**src/rtl/ether_tx.sv**
```systemverilog
// ether_tx: RMII transmit MAC. It frames upstream bytes as preamble + SFD + payload (+ optional pad) + FCS, then inserts the inter-packet gap.
// Latency: txen/txd are registered and aligned with the FSM state. The first preamble dibit appears one cycle after axiiv is seen in IDLE.
// Backpressure: axiir is high only on the cycle a new byte is needed. If axiiv is low on that cycle, the frame aborts with an underflow pulse.
//
// Ports:
//   clk        50 MHz RMII reference clock (the only clock)
//   rst        synchronous active-high reset
//   axiiv/axiid/axiil/axiir  byte stream in (valid, data, last, ready)
//   txen/txd   RMII transmit enable and dibit (txd[0] is the earlier bit)
//   busy       high whenever the FSM is not in IDLE
//   underflow  one-cycle pulse when a frame is aborted for lack of data
// Build option: define ETHER_TX_PAD_EN to zero-pad short frames up to MIN_PAYLOAD bytes.
module ether_tx #(
  parameter int IPG_CYCLES  = 48,
  parameter int MIN_PAYLOAD = 60
) (
  input  logic       clk,
  input  logic       rst,
  input  logic       axiiv,
  input  logic [7:0] axiid,
  input  logic       axiil,
  output logic       axiir,
  output logic       txen,
  output logic [1:0] txd,
  output logic       busy,
  output logic       underflow
);

  typedef enum logic [2:0] {
    IDLE     = 3'd0,
    PREAMBLE = 3'd1,
    DATA     = 3'd2,
`ifdef ETHER_TX_PAD_EN
    PAD      = 3'd3,
`endif
    FCS      = 3'd4,
    IPG      = 3'd5
  } state_t;

  localparam logic [15:0] IPG_LAST = 16'(IPG_CYCLES - 1);
  localparam logic [10:0] MIN_LEN  = 11'(MIN_PAYLOAD);

  state_t      state_q, state_d;
  logic [15:0] cnt_q, cnt_d;
  logic [5:0]  sh_q, sh_d;      // remaining three dibits of the byte on the wire
  logic        last_q, last_d;  // byte on the wire was flagged last
  logic [10:0] len_q, len_d;    // bytes sent so far, saturating
  logic [31:0] crc_q, crc_d;
  logic        txen_q, txen_d;
  logic [1:0]  txd_q, txd_d;
  logic [10:0] len_inc;
  logic        take;
  logic        fcs_start;

  // Reflected CRC-32, two bits per call, earlier bit (d[0]) first.
  function automatic logic [31:0] crc_dibit(input logic [31:0] c, input logic [1:0] d);
    logic [31:0] r;
    r = c;
    for (int i = 0; i < 2; i++) begin
      r = (r[0] ^ d[i]) ? ((r >> 1) ^ 32'hEDB88320) : (r >> 1);
    end
    return r;
  endfunction

  // Ready depends only on state and counter, never on axiiv.
  assign axiir = ((state_q == PREAMBLE) && (cnt_q == 16'd31)) ||
                 ((state_q == DATA) && (cnt_q == 16'd3) && !last_q);
  assign take      = axiiv & axiir;
  assign underflow = axiir & ~axiiv;
  assign busy      = (state_q != IDLE);
  assign txen      = txen_q;
  assign txd       = txd_q;
  assign len_inc   = (len_q == 11'h7FF) ? len_q : len_q + 11'd1;

`ifndef ETHER_TX_PAD_EN
  logic len_unused;
  assign len_unused = ^{len_q, MIN_LEN};
`endif

  // txen_d/txd_d describe the dibit for the state being entered, so the
  // registered outputs line up with state_q.
  always_comb begin
    state_d   = state_q;
    cnt_d     = cnt_q;
    sh_d      = sh_q;
    last_d    = last_q;
    len_d     = len_q;
    crc_d     = crc_q;
    txen_d    = 1'b0;
    txd_d     = 2'b00;
    fcs_start = 1'b0;

    unique case (state_q)
      IDLE: begin
        if (axiiv) begin
          state_d = PREAMBLE;
          cnt_d   = '0;
          txen_d  = 1'b1;
          txd_d   = 2'b01;
          crc_d   = '1;
          len_d   = '0;
        end
      end
      PREAMBLE: begin
        if (cnt_q != 16'd31) begin
          cnt_d  = cnt_q + 16'd1;
          txen_d = 1'b1;
          txd_d  = (cnt_q == 16'd30) ? 2'b11 : 2'b01;
        end else if (!axiiv) begin
          state_d = IPG;
          cnt_d   = '0;
        end
      end
      DATA: begin
        if (cnt_q != 16'd3) begin
          cnt_d  = cnt_q + 16'd1;
          txen_d = 1'b1;
          txd_d  = sh_q[1:0];
          sh_d   = {2'b00, sh_q[5:2]};
          crc_d  = crc_dibit(crc_q, sh_q[1:0]);
        end else if (last_q) begin
`ifdef ETHER_TX_PAD_EN
          if (len_q < MIN_LEN) begin
            state_d = PAD;
            cnt_d   = '0;
            txen_d  = 1'b1;
            crc_d   = crc_dibit(crc_q, 2'b00);
          end else begin
            fcs_start = 1'b1;
          end
`else
          fcs_start = 1'b1;
`endif
        end else if (!axiiv) begin
          state_d = IPG;
          cnt_d   = '0;
        end
      end
`ifdef ETHER_TX_PAD_EN
      PAD: begin
        if (cnt_q != 16'd3) begin
          cnt_d  = cnt_q + 16'd1;
          txen_d = 1'b1;
          crc_d  = crc_dibit(crc_q, 2'b00);
        end else begin
          len_d = len_inc;
          if (len_inc >= MIN_LEN) begin
            fcs_start = 1'b1;
          end else begin
            cnt_d  = '0;
            txen_d = 1'b1;
            crc_d  = crc_dibit(crc_q, 2'b00);
          end
        end
      end
`endif
      FCS: begin
        // crc_q shifts right each cycle so bit 0 is always next on the wire.
        if (cnt_q != 16'd15) begin
          cnt_d  = cnt_q + 16'd1;
          txen_d = 1'b1;
          txd_d  = ~crc_q[1:0];
          crc_d  = crc_q >> 2;
        end else begin
          state_d = IPG;
          cnt_d   = '0;
        end
      end
      IPG: begin
        if (cnt_q == IPG_LAST) begin
          state_d = IDLE;
          cnt_d   = '0;
        end else begin
          cnt_d = cnt_q + 16'd1;
        end
      end
      default: begin
        state_d = IDLE;
        cnt_d   = '0;
      end
    endcase

    if (take) begin
      state_d = DATA;
      cnt_d   = '0;
      txen_d  = 1'b1;
      txd_d   = axiid[1:0];
      sh_d    = axiid[7:2];
      last_d  = axiil;
      len_d   = len_inc;
      crc_d   = crc_dibit(crc_q, axiid[1:0]);
    end

    // By the last DATA/PAD cycle every payload dibit is already folded into crc_q.
    if (fcs_start) begin
      state_d = FCS;
      cnt_d   = '0;
      txen_d  = 1'b1;
      txd_d   = ~crc_q[1:0];
      crc_d   = crc_q >> 2;
    end
  end

  always_ff @(posedge clk) begin
    if (rst) begin
      state_q <= IDLE;
      cnt_q   <= '0;
      sh_q    <= '0;
      last_q  <= 1'b0;
      len_q   <= '0;
      crc_q   <= '1;
      txen_q  <= 1'b0;
      txd_q   <= 2'b00;
    end else begin
      state_q <= state_d;
      cnt_q   <= cnt_d;
      sh_q    <= sh_d;
      last_q  <= last_d;
      len_q   <= len_d;
      crc_q   <= crc_d;
      txen_q  <= txen_d;
      txd_q   <= txd_d;
    end
  end

endmodule

```
**config.mk**
```make
export PLATFORM = sky130hd
export DESIGN_NAME = ether_tx
export DESIGN_NICKNAME = d
export VERILOG_FILES = /design/src/rtl/ether_tx.sv
export SDC_FILE = /design/constraint.sdc
export NUM_CORES = 1
export LEC_CHECK = 0
export ABC_AREA = 0
export BUFFER_PORTS_ARGS = -buffer_cell sky130_fd_sc_hd__buf_2
export CAP_MARGIN = 5
export CORE_ASPECT_RATIO = 0.9
export CORE_UTILIZATION = 50
export CTS_CLUSTER_DIAMETER = 80
export DETAILED_ROUTE_END_ITERATION = 8
export PLACE_DENSITY = 0.71
export SYNTH_ARGS = -nofsm -noshare
export SYNTH_HDL_FRONTEND = slang
export SYNTH_SLANG_ARGS = --single-unit
```
**constraint.sdc**
```tcl
create_clock -name clk -period 2.5 [get_ports clk]
set_input_delay 0 -clock clk [delete_from_list [all_inputs] [get_ports clk]]
set_output_delay 0 -clock clk [all_outputs]
set_load 0.01 [all_outputs]
```
Word-level counts from Yosys, hierarchy flattened

Cells that the tools add are included.

Shifts and indexed selects: 0
Order comparisons: 0
Divide/modulo/power cells: 0
Bitwise operators: 11
Reductions and logical operators: 18
Multipliers: 0
Muxes and demuxes: 49
Add/sub/neg operators: 1
Eq/ne operators: 32

Operators by type and width:

| kind                                                                      | count |
|---|---|
| 32-bit 2-to-1 mux                                                         | 9 |
| 16-bit 2-to-1 mux                                                         | 7 |
| 32-bit case mux with 3 select lines                                       | 1 |
| 16-bit case mux with 5 select lines                                       | 1 |
| 13-bit NOT with 14-bit output                                             | 3 |
| 16-bit by 5-bit equality test with 1-bit output (second input constant)   | 2 |
| 4-bit inequality test (second input constant)                             | 7 |
| 3-bit 2-to-1 mux                                                          | 9 |
| 6-bit 2-to-1 mux                                                          | 3 |
| 3-bit inequality test (second input constant)                             | 6 |
| 6-bit AND reduction                                                       | 3 |
| 16-bit by 1-bit adder with 16-bit output (second input constant)          | 1 |
| 16-bit by 2-bit equality test with 1-bit output (second input constant)   | 1 |
| 16-bit by 6-bit equality test with 1-bit output (second input constant)   | 1 |
| 16-bit by 2-bit inequality test with 1-bit output (second input constant) | 1 |
| 16-bit by 4-bit inequality test with 1-bit output (second input constant) | 1 |
| 16-bit by 5-bit inequality test with 1-bit output (second input constant) | 1 |
| 3-bit case mux with 5 select lines                                        | 1 |
| 2-bit 2-to-1 mux                                                          | 6 |
| 2-bit inequality test (second input constant)                             | 6 |
| 1-bit 2-to-1 mux                                                          | 10 |
| 2-bit case mux with 4 select lines                                        | 1 |
| 3-bit equality test (second input constant)                               | 2 |
| 5-bit nonzero test                                                        | 1 |
| 19 further kinds                                                          | 27 |

RAM bits: 0
Input bits: 12
Bits in registers: 61
Logic and storage cells: 120
Memories: 0
Output and inout port bits: 6
Latch bits: 0
ROM bits: 0

Depth between registers and ports, before layout

Depth in word-level cells: 8
Mapped depth: 11
Gate-level depth less buffers: 8

Worst setup path before layout

No wires, ideal clock.

Path kind: register to register
Start point: register cnt_q[1]
End point: register crc_q[15]
Slack: 0.088 ns
Library setup time: 0.132 ns
Stages on the path, launching flop included: 10
Clock period less this slack: 2.412 ns
Arrival: 2.280 ns
Required time: 2.368 ns
Buffers on the path: 1
Cell sequence: dfxtp_1 > ha_1 > nor3b_1 > nand3_1 > o32a_1 > buf_6 > o31ai_2 > nand2_1 > nor3_4 > a211oi_2

Longest elaborated chain between the ends: 7
Elaborated cells between the ends (all ways): 18
Classes of those cells: eq/ne: 7; mux: 4; bitwise: 1; reduce/logical: 6

RTL lines:

| element                                                            | line | RTL |
|---|---|---|
| from (decl)                                                        | 44   | `logic [15:0] cnt_q, cnt_d;` |
| from (signal assigned)                                             | 216  | `cnt_q <= cnt_d;` |
| 16-bit by 2-bit equality test with 1-bit output                    | 67   | `((state_q == DATA) && (cnt_q == 16'd3) && !last_q);` |
| 1-bit logical AND (2 in a row)                                     | 67   |  |
| 1-bit logical OR                                                   | 66   | `assign axiir = ((state_q == PREAMBLE) && (cnt_q == 16'd31)) \|\|` |
| 1-bit AND                                                          | 68   | `assign take = axiiv & axiir;` |
| 4-bit inequality test (no line), or another cell as far along      | n/a  |  |
| 4-bit AND reduction (no line) or 32-bit 2-to-1 mux (tied branches) | n/a  |  |
| to (signal assigned)                                               | 220  | `crc_q <= crc_d;` |
| to (decl)                                                          | 48   | `logic [31:0] crc_q, crc_d;` |

Several ways; a longest one is shown, not always the timed one.
A chain may end at the register's enable or synchronous reset.

Worst setup path after layout

Start point: register cnt_q[14]
End point: register crc_q[21]

Same word-level chain as after synthesis.

==> impl_metrics.csv <==
group,metric,value,unit
placement,dpl.hpwl,6.17,mm
yosys,yosys.area_share.simple,0.266,
clocking,tritoncts,"built",
yosys,synth_flop_cell,"dfxtp_1",
grt,grt_first_pass_wirelength,14.6,mm
sta,finalClockSkew,7.96,ps
yosys,syn_area,3380,sq um
sta,hold_ws,82.0,ps
pwr,seq_power_share,0.425,
final_layout,final_cells,574,
placement,io_buffers,17,
yosys,synth_edf_count,0,
final_layout,fin_nets,493,
setup_path,critPathMaxStageDelay,420,ps
yosys,syn_area_per_cell,8.19,sq um
sta,rsz0062_at_grt,"true",
yosys,synth_cell_type_count,64,
yosys,synth_seq_area_share,0.361,
clocking,htree_num_levels,3,
yosys,yosysTopAreaCell,"dfxtp_1",
pwr,power_frac_clock,0.360,
yosys,synthMostInstantiatedCell,"dfxtp_1",
job,cap_violations,0,
setup_path,cp_max_fo,7,
floorplan,coreArea,6550,sq um
floorplan,rows,28,
floorplan,die_x,88.7,um
grt,grt_pass1_vias,3009,
pwr,power,2.45,mW
clocking,numCtsBuffers,9,
yosys,netlist.area_leader.share,0.361,
sta,tightest_slew,572,ps
final_layout,drive_gt1_frac,0.289,
run_status,status,"finished, final reports clean",
grt,track_usage,0.270,
pwr,ir_worst_vdd,0.373,mV
placement,post-place-ws,-96.2,ps
placement,gp_congestion,1.01,
drt,drc,0,
floorplan,io_pins,18,
setup_path,worstPathRequired,2770,ps
drt,drt-initial-drc-count,284,
floorplan,die_area,7100,sq um
sta,tns,0,ps
setup_path,startpoint_type,"flip-flop",
sta,setup_viol_count_final,0,
yosys,synthCells,413,
yosys,synthArstFlopShare,0,
sta,hold_viol_final,0,
floorplan,die_h,80.1,um
grt,grt_max_degree,27,
clocking,clkTransAtPathRegs,70,ps
drt,wire_per_inst,16.3,um
sta,slew_headroom,0.614,
final_layout,fill_cells,562,
pwr,power_frac_comb,0.214,
clocking,cts_buffer_depth,2,
pwr,power.internal,1.70,mW
final_layout,fin_util,0.661,
drt,via_per_inst,6.03,
yosys,yosys-mux-area-fraction,0.0529,
placement,detailed_place.area,3820,sq um
final_layout,seq_area,1230,sq um
yosys,synthAdderAreaFrac,0.00739,
sta,setup_ws,5.54,ps
placement,dp_cells,542,
yosys,synth_top_family_by_area,"simple AND/OR/NAND/NOR gates",
final_layout,final_area,4330,sq um
floorplan,start_util,0.517,
clocking,cts-root-buf,"clkbuf_8",
setup_path,path_class,"flip-flop to flip-flop",
pwr,cellPowerDensity,566,nW/um^2
drt,dr.pass1.iters,6,
setup_path,path_delay_family,"compound AO/OA/AOI/OAI gates",
yosys,syn_nets,427,
sta,maxSlewViolCount,0,
drt,vias,3462,
drt,wl,9.37,mm
yosys,ys_ff_latch,61,
pwr,p_leak,1.70,nW
final_layout,n_antenna_cell,0,
sta,min_period,2490,ps
setup_path,path_buf_inv,1,
setup_path,critPathCaptureType,"flip-flop",
final_layout,syn2layout_area_growth,27.9,%
setup_path,arrival,2760,ps
setup_path,crit_path_top_delay_cell,"o32a_4",
sta,max_freq,401,MHz
yosys,synth_area_leaders,"dfxtp_1 (36%), nor2_1 (6.1%), nor3_1 (5.5%), a21oi_1 (4.9%), o21ai_0 (3.8%)",
drt,ant_nets,0,
yosys,synth_compound_area_frac,0.252,
final_layout,multi_input_area,2170,sq um
pwr,p_switching,0.754,mW
pwr,switching_share,0.307,
yosys,synth_common_cells,"dfxtp_1 (61), nor2_1 (55), nor3_1 (37)",
yosys,synth-xor-area-share,0.0129,
grt,grt-ovfl-total,0,
setup_path,path_cells,"nor4_4, nand4_1, o32a_4, buf_12, mux2_4, o22ai_4, nor3_1, a211oi_2",
clocking,clk_latency,350,ps
sta,fin_crit_sh,0.998,
clocking,cts_sinks,61,
grt,antenna_found_initial,0,
yosys,yosysWarnings,0,
hold_path,min_path_type,"primary input to flip-flop",
path summary, 6_finish.rpt:
kind,cells after the start,to,startpoint,slack [ps]
worst min register to register,2,sh_q[2]$_SDFFE_PP0P_,sh_q[2]$_SDFFE_PP0P_,460
worst max register to register,8,crc_q[21]$_SDFFE_PP1P_,cnt_q[14]$_SDFFE_PP0P_,6
worst min-delay path,3,state_q[1]$_SDFFE_PP0P_,axiiv,80
worst max-delay path,8,crc_q[21]$_SDFFE_PP1P_,cnt_q[14]$_SDFFE_PP0P_,6
flip-flops by register name, summed over array words and instances (netlist names):
name,cells
state_q,3
sh_q,6
txen,1
cnt_q,16
crc_q,32
txd,2
last_q,1
cell type report:
class / instances / area share
Clock buffer: 12 / 0.0335
Sequential cell: 61 / 0.283
Timing Repair Buffer: 79 / 0.138
Multi-Input combinational cell: 319 / 0.501
Clock inverter: 4 / 0.0110
Inverter: 9 / 0.00780
Tap cell: 90 / 0.0260
kinds of logic (layout without fill, tap and decap cells):
logic type,count (synthesis),in the layout
multiplexers,14,14
buffers and inverters,34,104
flip-flops,61,61
XOR/XNOR,5,5
AO/OA/AOI/OAI,120,121
adder cells (fa/ha/maj),2,2
AND/OR/NAND/NOR,177,177
what timing repair did:
action,CTS,global route
endpoints found under the setup margin,15,35
pin swaps,0,12
cloned,0,1
gates resized for setup,3,27
setup buffers,0,7
endpoints found under the hold margin,8,0
hold buffers,8,0
power groups by stage:
stage / sequential (mW) / clock, mW / combinational (mW)
after floorplan: 1.06 / 0 / 0.304
after global placement: 1.06 / 0 / 0.468
after detailed placement: 1.06 / 0 / 0.470
after CTS: 1.04 / 0.902 / 0.481
after global routing: 1.05 / 0.935 / 0.566
final: 1.04 / 0.884 / 0.526
per-layer routing:
layer  global-route usage  vias up  part of all wire
met3               0.0586       33             0.072
met1                0.367     1622              0.45
li1                     -     1659                 -
met4                0.118        0             0.026
met5                    0        -                 0
met2                0.408      148              0.45
cell usage in the layout (no fill, tap or decap), types with 3 or more instances in the layout:
master	n
buf_2	18
dfxtp_1	59
nand4_1	3
a221oi_1	4
a21oi_1	32
clkbuf_8	10
a211oi_1	5
nand3_1	10
nor2_1	55
nor3_1	29
nand2_1	29
nor3b_1	4
or4_1	3
inv_1	7
a22oi_1	5
nor3_2	8
o21ai_0	26
nand3b_1	5
a211oi_2	7
buf_4	50
and3_1	6
a31oi_1	5
or3_1	3
xnor2_1	4
dlygate4sd3_1	8
mux2_2	7
o21bai_1	11
a221oi_2	6
mux2i_1	4
worst reg2reg max path: stages (launching register included):
cell	delay (ps)
dfxtp_4	360
nor4_4	400
nand4_1	210
o32a_4	420
buf_12	140
mux2_4	320
o22ai_4	290
nor3_1	100
a211oi_2	190
Power figures use the tool's default switching activity.
